$ cat config.mk
export PLATFORM = sky130hd
export DESIGN_NAME = chan_mac_accum
export DESIGN_NICKNAME = d
export VERILOG_FILES = /design/src/rtl/chan_mac_accum.sv
export SDC_FILE = /design/constraint.sdc
export NUM_CORES = 1
export LEC_CHECK = 0
export CORE_ASPECT_RATIO = 0.7
export CORE_MARGIN = 2
export CORE_UTILIZATION = 55
export CTS_CLUSTER_SIZE = 24
export DETAILED_ROUTE_END_ITERATION = 8
export GPL_TIMING_DRIVEN = 0
export PLACE_DENSITY = 0.79
export SLEW_MARGIN = 20
export SYNTH_ARGS = -nofsm -noshare
export SYNTH_HDL_FRONTEND = slang
export SYNTH_SLANG_ARGS = --single-unit
$ cat constraint.sdc
create_clock -name clk -period 4.78 [get_ports clk]
set_input_delay 0.478 -clock clk [delete_from_list [all_inputs] [get_ports clk]]
set_output_delay 0.478 -clock clk [all_outputs]
set_load 0.005 [all_outputs]
$ cat src/rtl/chan_mac_accum.sv
// Multi-channel signed multiply-accumulate; emits the frame sum per channel on its last beat. Optional saturation: CHAN_MAC_SAT_EN.
// Latency: last beat accepted at edge N -> out_valid after edge N+2; one beat per cycle.
// Backpressure: a held, unaccepted result freezes S1/S2 and drops in_ready; acc_clr also drops in_ready.
module chan_mac_accum #(
    parameter int NUM_CH = 4,
    parameter int DATA_W = 16,
    parameter int COEF_W = 8,
    parameter int ACC_W  = 25,
    localparam int CH_W  = (NUM_CH > 1) ? $clog2(NUM_CH) : 1
) (
    input  logic              clk,
    input  logic              rst_n,
    input  logic              acc_clr,
    input  logic              in_valid,
    output logic              in_ready,
    input  logic [DATA_W-1:0] in_data,
    input  logic [COEF_W-1:0] in_coef,
    input  logic [CH_W-1:0]   in_ch,
    input  logic              in_last,
    output logic              out_valid,
    input  logic              out_ready,
    output logic [ACC_W-1:0]  out_data,
    output logic [CH_W-1:0]   out_ch,
    output logic              out_ovf
);
    localparam int PROD_W = DATA_W + COEF_W;

    logic                     rdy_q;
    logic                     stall;
    logic                     accept;

    logic                     s1_vld, s1_last;
    logic signed [PROD_W-1:0] s1_prod;
    logic [CH_W-1:0]          s1_ch;
    logic                     s2_vld, s2_last;
    logic signed [PROD_W-1:0] s2_prod;
    logic [CH_W-1:0]          s2_ch;

    logic signed [ACC_W-1:0]  acc [NUM_CH];
    logic [NUM_CH-1:0]        ovf;

    logic                     ch_ok;
    logic                     s2_fire;
    logic signed [ACC_W-1:0]  acc_rd;
    logic signed [ACC_W-1:0]  prod_ext;
    logic signed [ACC_W-1:0]  sum_raw;
    logic signed [ACC_W-1:0]  sum;
    logic                     ovf_beat;
    logic                     ovf_rd;

    // rdy_q keeps in_ready low until the first edge after reset release
    assign stall    = out_valid & ~out_ready;
    assign in_ready = rdy_q & ~stall & ~acc_clr;
    assign accept   = in_valid & in_ready;

    always_ff @(posedge clk or negedge rst_n) begin
        if (!rst_n) begin
            rdy_q <= 1'b0;
        end else begin
            rdy_q <= 1'b1;
        end
    end

    always_ff @(posedge clk or negedge rst_n) begin
        if (!rst_n) begin
            s1_vld  <= 1'b0;
            s1_last <= 1'b0;
            s1_prod <= '0;
            s1_ch   <= '0;
            s2_vld  <= 1'b0;
            s2_last <= 1'b0;
            s2_prod <= '0;
            s2_ch   <= '0;
        end else if (acc_clr) begin
            s1_vld <= 1'b0;
            s2_vld <= 1'b0;
        end else if (!stall) begin
            s1_vld <= accept;
            if (accept) begin
                s1_prod <= $signed(in_data) * $signed(in_coef);
                s1_ch   <= in_ch;
                s1_last <= in_last;
            end
            s2_vld  <= s1_vld;
            s2_prod <= s1_prod;
            s2_ch   <= s1_ch;
            s2_last <= s1_last;
        end
    end

    // Beats to a channel beyond NUM_CH flow through and are dropped here
    always_comb begin
        ch_ok    = (int'(s2_ch) < NUM_CH);
        acc_rd   = ch_ok ? acc[s2_ch] : '0;
        ovf_rd   = ch_ok ? ovf[s2_ch] : 1'b0;
        prod_ext = s2_prod;
        sum_raw  = acc_rd + prod_ext;
        ovf_beat = (acc_rd[ACC_W-1] == prod_ext[ACC_W-1]) &&
                   (sum_raw[ACC_W-1] != acc_rd[ACC_W-1]);
`ifdef CHAN_MAC_SAT_EN
        if (ovf_beat) begin
            sum = prod_ext[ACC_W-1] ? {1'b1, {(ACC_W-1){1'b0}}}
                                    : {1'b0, {(ACC_W-1){1'b1}}};
        end else begin
            sum = sum_raw;
        end
`else
        sum = sum_raw;
`endif
        s2_fire  = s2_vld & ch_ok & ~stall & ~acc_clr;
    end

    always_ff @(posedge clk or negedge rst_n) begin
        if (!rst_n) begin
            for (int i = 0; i < NUM_CH; i++) acc[i] <= '0;
            ovf <= '0;
        end else if (acc_clr) begin
            for (int i = 0; i < NUM_CH; i++) acc[i] <= '0;
            ovf <= '0;
        end else if (s2_fire) begin
            if (s2_last) begin
                acc[s2_ch] <= '0;
                ovf[s2_ch] <= 1'b0;
            end else begin
                acc[s2_ch] <= sum;
                ovf[s2_ch] <= ovf_rd | ovf_beat;
            end
        end
    end

    always_ff @(posedge clk or negedge rst_n) begin
        if (!rst_n) begin
            out_valid <= 1'b0;
            out_data  <= '0;
            out_ch    <= '0;
            out_ovf   <= 1'b0;
        end else if (s2_fire && s2_last) begin
            out_valid <= 1'b1;
            out_data  <= sum;
            out_ch    <= s2_ch;
            out_ovf   <= ovf_rd | ovf_beat;
        end else if (out_ready) begin
            out_valid <= 1'b0;
        end
    end

endmodule
-- Word-level counts from Yosys, hierarchy flattened
Index checks and enable logic that the tools add are counted.
W data, S select, Z words.
- flip-flop bits (word level): 190
- bits of input ports: 32
- output and inout port bits: 30
- logic and storage cells: 73
- add/subtract/negate cells: 1
- multiply operators: 1
- $lt $le $gt $ge: 4
- eq/ne operators: 3
- muxes and demuxes: 23
- bitwise logic cells: 15
- reduce and logical (&&, ||, !) cells: 8
- operators with widths (cell ; number):
    $mux W100 ; 3
    $and A100 B100 Y100 ; 1
    $bwmux W100 ; 1
    $not A100 Y100 ; 1
    $mux W25 ; 3
    $bmux W25 S2 ; 1
    $demux W25 S2 ; 1
    $add A25 B24 Y25 ; 1
    $mul A16 B8 Y24 ; 1
    $mux W4 ; 3
    $mux W1 ; 8
    $and A1 B1 Y1 ; 6
    $and A4 B4 Y4 ; 1
    $bwmux W4 ; 1
    $logic_and A1 B1 Y1 ; 4
    $not A4 Y4 ; 1
    $reduce_bool A2 Y1 ; 2
    $ge A3 B3 Y1 const B ; 1
    $lt A2 B3 Y1 const B ; 1
    $lt A3 B1 Y1 const B ; 1
    $not A1 Y1 ; 3
    $not A2 Y3 ; 1
    $reduce_and A3 Y1 ; 1
    $bmux W1 S2 ; 1
    other kinds (7) ; 7

-- Logic depth before layout (Yosys ltp)
- word-level depth: 12
- gate-level depth with buffers: 19
- mapped depth without buffers: 18

-- Worst setup path before layout
OpenSTA, ideal clock, no wires.
- path kind: input to register
- start point: input port in_coef[7]
- end point: register s1_prod[22]
- setup time: 90 ps
- arrival: 4791 ps
- required time: 4690 ps
- slack: -100 ps
- stages on the path: 18
- path buffers: 1
- cells stage by stage: inv_1 buf_1 fa_1 fa_1 inv_1 fa_1 inv_1 fa_1 inv_1 ha_1 o21a_1 o31a_1 o211ai_2 a21oi_1 o31ai_2 o31ai_1 or4_1 o2111ai_1
- longest elaborated chain between the ends: 1
- ends and longest elaborated chain (item ; line ; RTL):
    from (decl) ; 17 ; input logic [COEF_W-1:0] in_coef,
    $mul A16 B8 Y24 ; 80 ; s1_prod <= $signed(in_data) * $signed(in_coef);
    to (signal assigned) ; 80 ;
    to (decl) ; 33 ; logic signed [PROD_W-1:0] s1_prod;
Every way passes these cells.
A chain may end at the register's enable or synchronous reset.

-- Worst setup path in the final report
- start point: input port in_data[10]
- end point: register s1_prod[17]
- longest elaborated chain between the ends: 1
- ends and longest elaborated chain (item ; line ; RTL):
    from (decl) ; 16 ; input logic [DATA_W-1:0] in_data,
    $mul A16 B8 Y24 ; 80 ;
Every way passes these cells.

==> results.md <==
* Clock transition at path regs at 0.08 ns
* Unrepaired setup endpoints after global routing: true
* Drt via density at 5.93
* Pleak at 7.37 nW
* Final hold vios at 0
* Max-Cap Viols at 0
* Fin crit period at 4.68 ns
* Most frequent cells in the layout: 203 x nand2_1, 190 x dfrtp_1, 134 x inv_1
* Class of the worst hold path: input pin to asynchronous set/reset pin
* Final setup TNS at 0 ns
* Seq/Total Area, Yosys at 34.9%
* Layout area overhead at 14.6%
* Crit-path max cell delay at slightly above 0.6 ns
* Wirelength, routed at roughly 35000 um
* Sw Share at 42.5%
* Number of flops mapped to enable cells by yosys at 0
* Avg WL per Cell at 19.8 um
* Post-Syn Instances at 1343
* Commonest non-fill, non-tap cell in the layout: nand2_1
* Startpoint type of the worst setup path: input pin
* Power per cell area at 486 nW/um2
* Final setup viols at 0
* Die H at 136 um
* Antenna violations before repair at 0
* Final worst slack at 0.102 ns
* Synth area leader: dfrtp_1
* Overflow after GRT at 0
* Initial Util at 55.6%
* CP required at 5.16 ns
* Crit path DAT at 5.06 ns
* Crit-path cells: dlygate4sd2_1, and2_1, fa_1, fa_1, fa_1, inv_1, fa_1, inv_1, ha_4, o21a_1, nor2_4, a211oi_2, nor4_2, buf_4, o21bai_4, a21oi_2, or4b_2, nand3_1
* First-pass DRT Iterations at 5
* DRC viols at 0
* Tot GR Track Use at 28.3%
* DP Area at 14700 um2
* Final Max Slew Viols at 0
* Placed wire-length estimate at between 20000 and 30000 um
* Rows at 48
* Inserted Clock Buffers at 17
* Worst slew pin tran at 1.19 ns
* Area contributors post-synth: dfrtp_1 35%, fa_1 15%, ha_1 6.3%
* First-pass GRT wire length at 56700 um
* Die Wd at 192 um
* Most used routing layer: met2
* Grt met3 use at about 6.9%
* Status: finished, final reports clean
* Final Hold Slack at between 0.04 and 0.05 ns
* Slew HR at 20.3%
* H-tree depth at 4
* Primary FF master, synth: dfrtp_1
* YS warnings at 0
* Crit Path Class: input pin to flip-flop
* Met1 usage at 41.6%
* Clock Tree Buf Depth at 2
* Logic pwr share at 53.9%
* Cell Area, Synth at 13600 um2
* Worst r2r path cells at 12
* Root Driver: clkbuf_16
* Switch Pwr at 3.22 mW
* Final Cycle Share at between 90% and 100%
* Skew final at 0.0122 ns
* Pin count of the biggest net entering global routing at approximately 100
* Max frequency at 214 MHz
* DIE AREA at ~26000 um2
* Clk_lat worst skew at 0.44 ns
* Layout net count at 1642
* CTS tree: done
* Sequential power share at 27.3%
* Crit end category: flip-flop
* DR iter-0 viols at 923
* Seq cells post-synth at 190
* Area of the core at 24500 um2
* Vias in the first global route at 10.7k
* CP max-delay cell: or4b_2
* Worst vdd ir at 0.349 mV
* Crit Path Max Fanout at 8
* Internal at 4.37 mW
* Cell area after layout at 15600 um2
* Clk sinks at 190
* Vias at approximately 11k
* Routing usage on met2 at 43.0%
* FF-to-FF setup slack at 0.18 ns
* RePlAce Congestion at between 0.9 and 1
* Pre-CTS worst setup slack at -1.65 ns
* Worst Setup SP: in_data[10]
* Area share of the largest cell type after synthesis at between 30% and 40%
* ANT cells at 0
* Syn avg cell area at 10.1 um2
* FF-to-FF Start: s2_ch[1]
* IO buf count at 60
* Worst R2R End: out_data[22]
* Ratio of cells with drive above 1 in the final layout at 13.5%
* Ys async rst share at 100%
* Net Count, Synth at around 1.5k
* Most Frequent Cell on Critical Path: fa_1
* Routed Antenna Nets at 0
* Unique masters post-synth at 71
* Io pins at between 60 and 70
* Clock power share at 18.8%
-- power groups by stage --
stage	clock network [mW]	logic, mW	registers, mW
after floorplan	0	2.49	2.02
after global placement	0	3.41	2.09
after detailed placement	0	3.51	2.09
after CTS	1.43	3.72	2.07
after global routing	1.49	4.48	2.10
final	1.43	4.09	2.07
-- cells in the mapped netlist (all sizes together) (34+ instances only) --
library cell / instances
a21oi: 59
a22o: 49
and2: 92
clkbuf: 46
dfrtp: 190
fa: 104
ha: 69
inv: 136
mux2: 34
nand2: 204
nor2: 60
o21ai: 60
-- cells by family (layout without fill, tap and decap cells) --
family | count (synthesis) | in the layout | synth area share (%)
AO/OA/AOI/OAI | 246 | 246 | 12.9
adder cells (fa/ha/maj) | 173 | 173 | 21.6
multiplexers | 62 | 62 | 7.29
XOR/XNOR | 44 | 44 | 2.99
AND/OR/NAND/NOR | 435 | 435 | 15.0
buffers and inverters | 192 | 297 | 5.32
flip-flops | 190 | 190 | 34.9
other | 1 | 1 | 0.0275
-- registers in the layout, indices dropped and copies added (netlist names), 2 cells and up --
register	flops
s2_ch	2
acc	100
out_data	25
ovf	4
s1_ch	2
s1_prod	24
out_ch	2
s2_prod	24
-- per-layer routing --
| layer | wire length (um) | up-vias |
|---|---|---|
| met4 | 478 | 0 |
| li1 | - | 4690 |
| met1 | 15500 | 5254 |
| met3 | 3280 | 55 |
| met5 | 0 | - |
| met2 | 15800 | 519 |
-- metrics by stage --
step	total power, mW	utilization [%]	cells
2_1_floorplan	4.51	-	1343
3_3_place_gp	5.49	59.7	1728
3_5_place_dp	5.61	59.8	1729
4_1_cts	7.21	62.8	1763
5_1_grt	8.08	63.7	1773
6_report	7.59	63.7	1773
-- worst max-delay path by stage --
| stage | depth (start not counted) | to | slack, ns |
|---|---|---|---|
| after detailed placement | 19 | s1_prod[21] | -1.65 |
| final | 18 | s1_prod[17] | 0.10 |
| after global routing | 19 | s1_prod[17] | -0.009 |
| after floorplan | 18 | s1_prod[22] | 0.006 |
| after CTS | 18 | s1_prod[21] | -0.02 |
| after global placement | 1 | acc[29] | -4.51 |
-- area by class of cell --
| cell class | count | area (um2) |
|---|---|---|
| clock buffer | 19 | 433 |
| multi-input combinational | 961 | 8350 |
| tap | 325 | 407 |
| fill | 1917 | 8890 |
| timing repair buffer | 76 | 726 |
| buffer | 54 | 290 |
| clock inverter | 11 | 135 |
| sequential | 190 | 4750 |
| inverter | 137 | 517 |
-- what timing repair did --
action	CTS	global route
gates resized for setup	91	90
gates cloned	0	1
pin swaps	10	15
setup endpoints to repair	24	23
hold buffers	0	0
endpoints found under the hold margin	0	0
setup buffers	4	10
-- worst max-delay path, delay by kind of cell --
kind / cells / cell delay (ns)
adders and majority gates: 5 / 2.31
and+or+nand+nor: 5 / 1.04
buffers and inverters: 4 / 0.61
AOI/OAI and AO/OA: 4 / 0.62
(Power assumes the default switching activity.)
